## config.mk

```make
export PLATFORM = sky130hd
export DESIGN_NAME = alu_issue
export DESIGN_NICKNAME = d
export VERILOG_FILES = /design/src/rtl/alu_issue.sv
export SDC_FILE = /design/constraint.sdc
export NUM_CORES = 1
export LEC_CHECK = 0
export ABC_AREA = 1
export ABC_CLOCK_PERIOD_IN_PS = 8200
export CAP_MARGIN = 5
export CORE_MARGIN = 5
export CORE_UTILIZATION = 45
export CTS_CLUSTER_SIZE = 20
export DETAILED_ROUTE_END_ITERATION = 10
export PLACE_DENSITY_LB_ADDON = 0.08
export SYNTH_ARGS = -nofsm -noshare
export SYNTH_HDL_FRONTEND = slang
export SYNTH_SLANG_ARGS = --single-unit
```

## constraint.sdc

```tcl
create_clock -name clk -period 8.2 [get_ports clk]
set_input_delay 1.64 -clock clk [delete_from_list [all_inputs] [get_ports clk]]
set_output_delay 1.64 -clock clk [all_outputs]
set_load 0.02 [all_outputs]
```

## src/rtl/alu_issue.sv

```systemverilog
// Single-issue MIPS ALU front end: latches one instruction, decodes it, drives an
// external combinational ALU and holds the write-back result until it is consumed.
module alu_issue #(
  parameter logic ERR_ILLEGAL = 1'b1
) (
  input  logic        clk,
  input  logic        reset,
  input  logic        in_valid,
  output logic        in_ready,
  input  logic [31:0] instr,
  input  logic [31:0] rs_data,
  input  logic [31:0] rt_data,
  output logic [2:0]  alu_op,
  output logic [31:0] alu_a,
  output logic [31:0] alu_b,
  input  logic [31:0] alu_result,
  output logic        out_valid,
  input  logic        out_ready,
  output logic [31:0] out_data,
  output logic [4:0]  out_dest,
  output logic        out_err,
  output logic [1:0]  state_dbg
);

  // Handshakes: a transfer happens on a rising edge where valid && ready are both 1.
  // in_ready is 1 only in IDLE, out_valid is 1 only in RESP; the other side's
  // valid/ready is ignored in every other state.

  typedef enum logic [1:0] {IDLE = 2'd0, DECODE = 2'd1, EXEC = 2'd2, RESP = 2'd3} state_t;

  state_t      state_q, state_d;
  logic        dec_phase_q;
  logic [5:0]  opcode_q;
  logic [20:0] low_q;
  logic [31:0] rs_q, rt_q;

  logic        dec_legal, dec_legal_q;
  logic [2:0]  dec_op, dec_op_q;
  logic [31:0] dec_b, dec_b_q;
  logic [4:0]  dec_dest, dec_dest_q;

  logic [5:0]  funct;
  logic [15:0] imm;

  assign funct = low_q[5:0];
  assign imm   = low_q[15:0];

  always_comb begin
    dec_legal = 1'b0;
    dec_op    = 3'd0;
    dec_b     = rt_q;
    dec_dest  = low_q[15:11];
    case (opcode_q)
      6'h00: begin
        case (funct)
          6'h24: begin dec_legal = 1'b1; dec_op = 3'd0; end
          6'h25: begin dec_legal = 1'b1; dec_op = 3'd1; end
          6'h21: begin dec_legal = 1'b1; dec_op = 3'd2; end
          6'h23: begin dec_legal = 1'b1; dec_op = 3'd3; end
          6'h2B: begin dec_legal = 1'b1; dec_op = 3'd4; end
          default: dec_legal = 1'b0;
        endcase
      end
      6'h0C: begin
        dec_legal = 1'b1; dec_op = 3'd0;
        dec_b = {16'h0000, imm}; dec_dest = low_q[20:16];
      end
      6'h0D: begin
        dec_legal = 1'b1; dec_op = 3'd1;
        dec_b = {16'h0000, imm}; dec_dest = low_q[20:16];
      end
      6'h09: begin
        dec_legal = 1'b1; dec_op = 3'd2;
        dec_b = {{16{imm[15]}}, imm}; dec_dest = low_q[20:16];
      end
      6'h0B: begin
        dec_legal = 1'b1; dec_op = 3'd4;
        dec_b = {{16{imm[15]}}, imm}; dec_dest = low_q[20:16];
      end
      default: dec_legal = 1'b0;
    endcase
  end

  // Decode spans two cycles: phase 0 registers the decoded fields, phase 1 commits them.
  always_comb begin
    state_d = state_q;
    case (state_q)
      IDLE:    if (in_valid) state_d = DECODE;
      DECODE:  if (dec_phase_q) state_d = dec_legal_q ? EXEC : RESP;
      EXEC:    state_d = RESP;
      RESP:    if (out_ready) state_d = IDLE;
      default: state_d = IDLE;
    endcase
  end

  assign in_ready  = (state_q == IDLE);
  assign out_valid = (state_q == RESP);
  assign state_dbg = state_q;

  always_ff @(posedge clk or posedge reset) begin
    if (reset) begin
      state_q     <= IDLE;
      dec_phase_q <= 1'b0;
      opcode_q    <= 6'd0;
      low_q       <= 21'd0;
      rs_q        <= 32'd0;
      rt_q        <= 32'd0;
      dec_legal_q <= 1'b0;
      dec_op_q    <= 3'd0;
      dec_b_q     <= 32'd0;
      dec_dest_q  <= 5'd0;
      alu_op      <= 3'd0;
      alu_a       <= 32'd0;
      alu_b       <= 32'd0;
      out_data    <= 32'd0;
      out_dest    <= 5'd0;
      out_err     <= 1'b0;
    end else begin
      state_q <= state_d;
      case (state_q)
        IDLE: begin
          dec_phase_q <= 1'b0;
          if (in_valid) begin
            opcode_q <= instr[31:26];
            low_q    <= instr[20:0];
            rs_q     <= rs_data;
            rt_q     <= rt_data;
          end
        end
        DECODE: begin
          dec_phase_q <= ~dec_phase_q;
          if (!dec_phase_q) begin
            dec_legal_q <= dec_legal;
            dec_op_q    <= dec_op;
            dec_b_q     <= dec_b;
            dec_dest_q  <= dec_dest;
          end else if (dec_legal_q) begin
            alu_op   <= dec_op_q;
            alu_a    <= rs_q;
            alu_b    <= dec_b_q;
            out_dest <= dec_dest_q;
            out_err  <= 1'b0;
          end else begin
            out_data <= 32'd0;
            out_dest <= 5'd0;
            out_err  <= ERR_ILLEGAL;
          end
        end
        EXEC: begin
          // Writes to register 0 are architecturally discarded.
          out_data <= (out_dest == 5'd0) ? 32'd0 : alu_result;
          out_err  <= 1'b0;
        end
        default: dec_phase_q <= 1'b0;
      endcase
    end
  end

endmodule

```

==> Implementation_results.wiki <==
{| class="wikitable"
! Metric !! Value
|-
| Outcome || finished, final reports clean
|-
| Routability-driven placement congestion ratio || 0.7568
|-
| Utilization after layout || 60.93%
|-
| Max FO, Critical Path || 5
|-
| Power density cells || 394.6 nW/um2
|-
| Slew margin rel. || 19.51%
|-
| Net total in the final layout || 1,292
|-
| Path type of the worst min-delay path || reg -> reg
|-
| Top cells by area, synth || sky130_fd_sc_hd__dfrtp_1 61%, sky130_fd_sc_hd__nand2_1 8.2%, sky130_fd_sc_hd__mux2_4 5.4%
|-
| Number of hold buffers added after cts || 0
|-
| Count of cell types in the netlist || 27
|-
| Count of unresolved DRC violations after routing || 0
|-
| Net count after synthesis || 1,075
|-
| Number of instances in the synthesized netlist || 939
|-
| Number of pins with negative max-slew slack in the final report || 0
|-
| Fraction of final layout cells with drive strength greater than 1 || 12.01%
|-
| H-tree levels || 1
|-
| Die Outline Area || 24,810 um2
|-
| Fraction of the yosys area taken by sequential cells || 61.33%
|-
| Gate power share || 39.1%
|-
| Number of sinks on the clock net || 240
|-
| Number of fillers in the final layout || 1,926
|-
| Share of total power in sequential cells || 38.5%
|-
| Number of port buffers || 235
|-
| Data arrival time of the critical path || 2.01 ns
|-
| Area of all placed cells without fillers || 13,170 um2
|-
| Starting density of the core || 45.29%
|-
| Unrepaired setup endpoints after global routing || no
|-
| Count of pins on the block boundary || 241
|-
| Clock network fraction of total power || 22.4%
|-
| Worst vdd rail ir drop || 0.0001756 V
|-
| Final period utilization || 44.56%
|-
| Antenna Nets Post-Route || 0
|-
| Wire length per cell after detailed routing || 15.78 um
|-
| DP HPWL || 14,790 um
|-
| CTS tree || built
|-
| Clk root buf || sky130_fd_sc_hd__clkbuf_16
|-
| # Post-CTS Setup Buffers || 0
|-
| Ratio of routed vias to standard cells || 4.867
|-
| Relative area change from synthesis to final layout || 34.53%
|-
| Number of violations of the max-capacitance limit || 0
|-
| Final setup violation count || 0
|-
| Pin count of the biggest net entering global routing || 153
|-
| Setup TNS || 0 ns
|-
| Vias || 7,077
|-
| Switching share of power || 35.39%
|-
| Overall die width || 157.5 um
|-
| All-layer global routing usage || 18.17%
|-
| Clock slew seen by the registers of the worst setup and hold paths || 0.06 ns
|-
| Quantity of gates resized following cts || 0
|-
| Dominant cell type by area after synthesis || sky130_fd_sc_hd__dfrtp_1
|-
| First-pass GRT wire length || 36,630 um
|-
| Power spent charging and discharging nets || 1.840 mW
|-
| Residual overflow from global routing || 0
|-
| Number of flip-flops and latches in the synthesized netlist || 240
|-
| Ant. Diodes || 0
|-
| Violation count after the first detailed-route iteration || 321
|-
| Category of the most critical setup path || reg -> out
|-
| Worst Setup End Kind || primary output
|-
| Core Region || 21,620 um2
|-
| Worst setup SP type || flop
|-
| PnR Total Power || 5.197 mW
|-
| Fraction of post-synthesis cell area in the top cell type by area || 61.33%
|-
| Wire length reported by the detailed router || 22,950 um
|-
| Leakage || 6.268 nW
|-
| Slew at the pin closest to its max-slew limit || 1.204 ns
|-
| Die span in y || 157.5 um
|-
| Post-route clock skew || 0.01743 ns
|-
| Initial antenna violation count || 1
|-
| Clock insertion delay at the later pin of the skew report || 0.52 ns
|-
| Number of placement rows || 54
|-
| Internal portion of total power || 3.358 mW
|-
| Cell area after technology mapping || 9792 um2
|-
| Final count of hold timing violations || 0
|-
| Clk buf depth || 3
|-
| Highest attainable clock frequency || 273.7 MHz
|-
| Num CTS Buffers || 26
|-
| Number of global-route vias before repair || 6,957
|-
| Detailed-routing iteration count for the pre-antenna-repair pass || 4
|-
| Yosys warnings || 0
|-
| Syn_area_per_cell || 10.43 um2
|-
| Final worst path period need || 3.654 ns
|-
| Area post-placement || 12,310 um2
|-
| Required time of the critical path || 6.56 ns
|}
==> area by class of cell <==
type,instances,area (um2),area share (%)
clock buffer,37,763.2,5.794
timing repair buffer,241,2410,18.29
tap,280,350.3,2.660
multi-input combinational,585,3308,25.11
sequential,240,6006,45.59
inverter,62,236.5,1.795
clock inverter,9,98.84,0.7504
==> synthesized netlist by cell type, drive strengths merged <==
| cell | count |
|---|---|
| a21oi | 53 |
| buf | 28 |
| clkbuf | 24 |
| dfrtp | 240 |
| ha | 4 |
| inv | 62 |
| mux2 | 77 |
| nand2 | 218 |
| nand3 | 69 |
| nand3b | 1 |
| nand4 | 3 |
| nor2 | 65 |
| nor3 | 1 |
| o211ai | 2 |
| o21ai | 92 |
==> cell usage in the layout (no fill, tap or decap), types with 2 or more instances in the layout <==
cell type                         count
sky130_fd_sc_hd__inv_2                5
sky130_fd_sc_hd__inv_1               56
sky130_fd_sc_hd__dfrtp_1            240
sky130_fd_sc_hd__a21oi_1             53
sky130_fd_sc_hd__ha_1                 4
sky130_fd_sc_hd__nor2_4               4
sky130_fd_sc_hd__bufinv_16            2
sky130_fd_sc_hd__nand2_1            214
sky130_fd_sc_hd__o21ai_0             16
sky130_fd_sc_hd__nand2_2              2
sky130_fd_sc_hd__clkbuf_16           27
sky130_fd_sc_hd__nand4_1              2
sky130_fd_sc_hd__mux2_4              35
sky130_fd_sc_hd__clkbuf_8             5
sky130_fd_sc_hd__mux2_2              42
sky130_fd_sc_hd__buf_4                5
sky130_fd_sc_hd__nand2_4              2
sky130_fd_sc_hd__clkbuf_1             5
sky130_fd_sc_hd__clkdlybuf4s50_1    235
sky130_fd_sc_hd__nand3_1             68
sky130_fd_sc_hd__o211ai_1             2
sky130_fd_sc_hd__o21ai_1             75
sky130_fd_sc_hd__nor2_1              61
sky130_fd_sc_hd__clkinv_2             6
==> cell families (layout without fill, tap and decap cells) <==
group           count (synthesis)  after routing  share of synthesized area, %
simple gates                  357            357                         15.32
mux                            77             77                         10.20
flops                         240            240                         61.33
fa+ha+maj                       4              4                        0.5111
buf+inv                       114            349                         4.958
compound gates                147            147                         7.680
==> critical path: stages (launching register included) <==
cell and delay [ns]:
sky130_fd_sc_hd__dfrtp_1 0.42, sky130_fd_sc_hd__inv_1 0.12, sky130_fd_sc_hd__ha_1 0.30, sky130_fd_sc_hd__clkdlybuf4s50_1 0.66
==> power by group through the flow <==
| stage | clock network (mW) | logic (mW) | registers [mW] |
|---|---|---|---|
| finish | 1.16 | 2.03 | 2.00 |
| global route | 1.24 | 2.26 | 2.07 |
| floorplan | 0 | 1.06 | 2.23 |
| CTS | 1.20 | 2.08 | 2.01 |
| detailed placement | 0 | 2.07 | 2.02 |
| global placement | 0 | 2.03 | 2.01 |
==> stage by stage <==
stage / instances / hold slack [ns] / setup slack, ns
6_report: 1454 / 0.4634 / 4.546
3_5_place_dp: 1408 / 0.4548 / 4.128
4_1_cts: 1454 / 0.4675 / 4.513
2_1_floorplan: 939 / 0.4435 / 3.412
5_1_grt: 1454 / 0.4800 / 4.447
3_3_place_gp: 1408 / 0.4493 / 4.151
==> path summary, 6_finish.rpt <==
kind	from	to	slack, ns	cells after the start
max in group asynchronous	reset	alu_a[16]$_DFFE_PP0P_	5.49	3
worst max-delay path	state_dbg[1]$_DFFE_PP0P_	in_ready	4.55	3
worst min-delay path	rt_q[23]$_DFFE_PP0P_	dec_b_q[23]$_DFFE_PP0P_	0.46	2
worst max register to register	state_dbg[1]$_DFFE_PP0P_	out_data[5]$_DFFE_PP0P_	5.12	8
min in group asynchronous	reset	alu_a[23]$_DFFE_PP0P_	1.52	2
worst min register to register	rt_q[23]$_DFFE_PP0P_	dec_b_q[23]$_DFFE_PP0P_	0.46	2
==> routing by layer <==
metal | routed length, um | GRT usage (%)
met1 | 10300 | 25.38
met2 | 10600 | 29.09
met3 | 1522 | 4.262
met4 | 511 | 4.342
met5 | 13 | 0
==> state kept, by name (all words and copies together) (netlist names), 2 cells and up <==
name and count:
alu_a 32, alu_b 32, dec_b_q 32, out_data 32, rs_q 32, rt_q 32
low_q 21, opcode_q 6, dec_dest_q 5, out_dest 5, alu_op 3, dec_op_q 3
state_dbg 2
(Power assumes the default switching activity.)
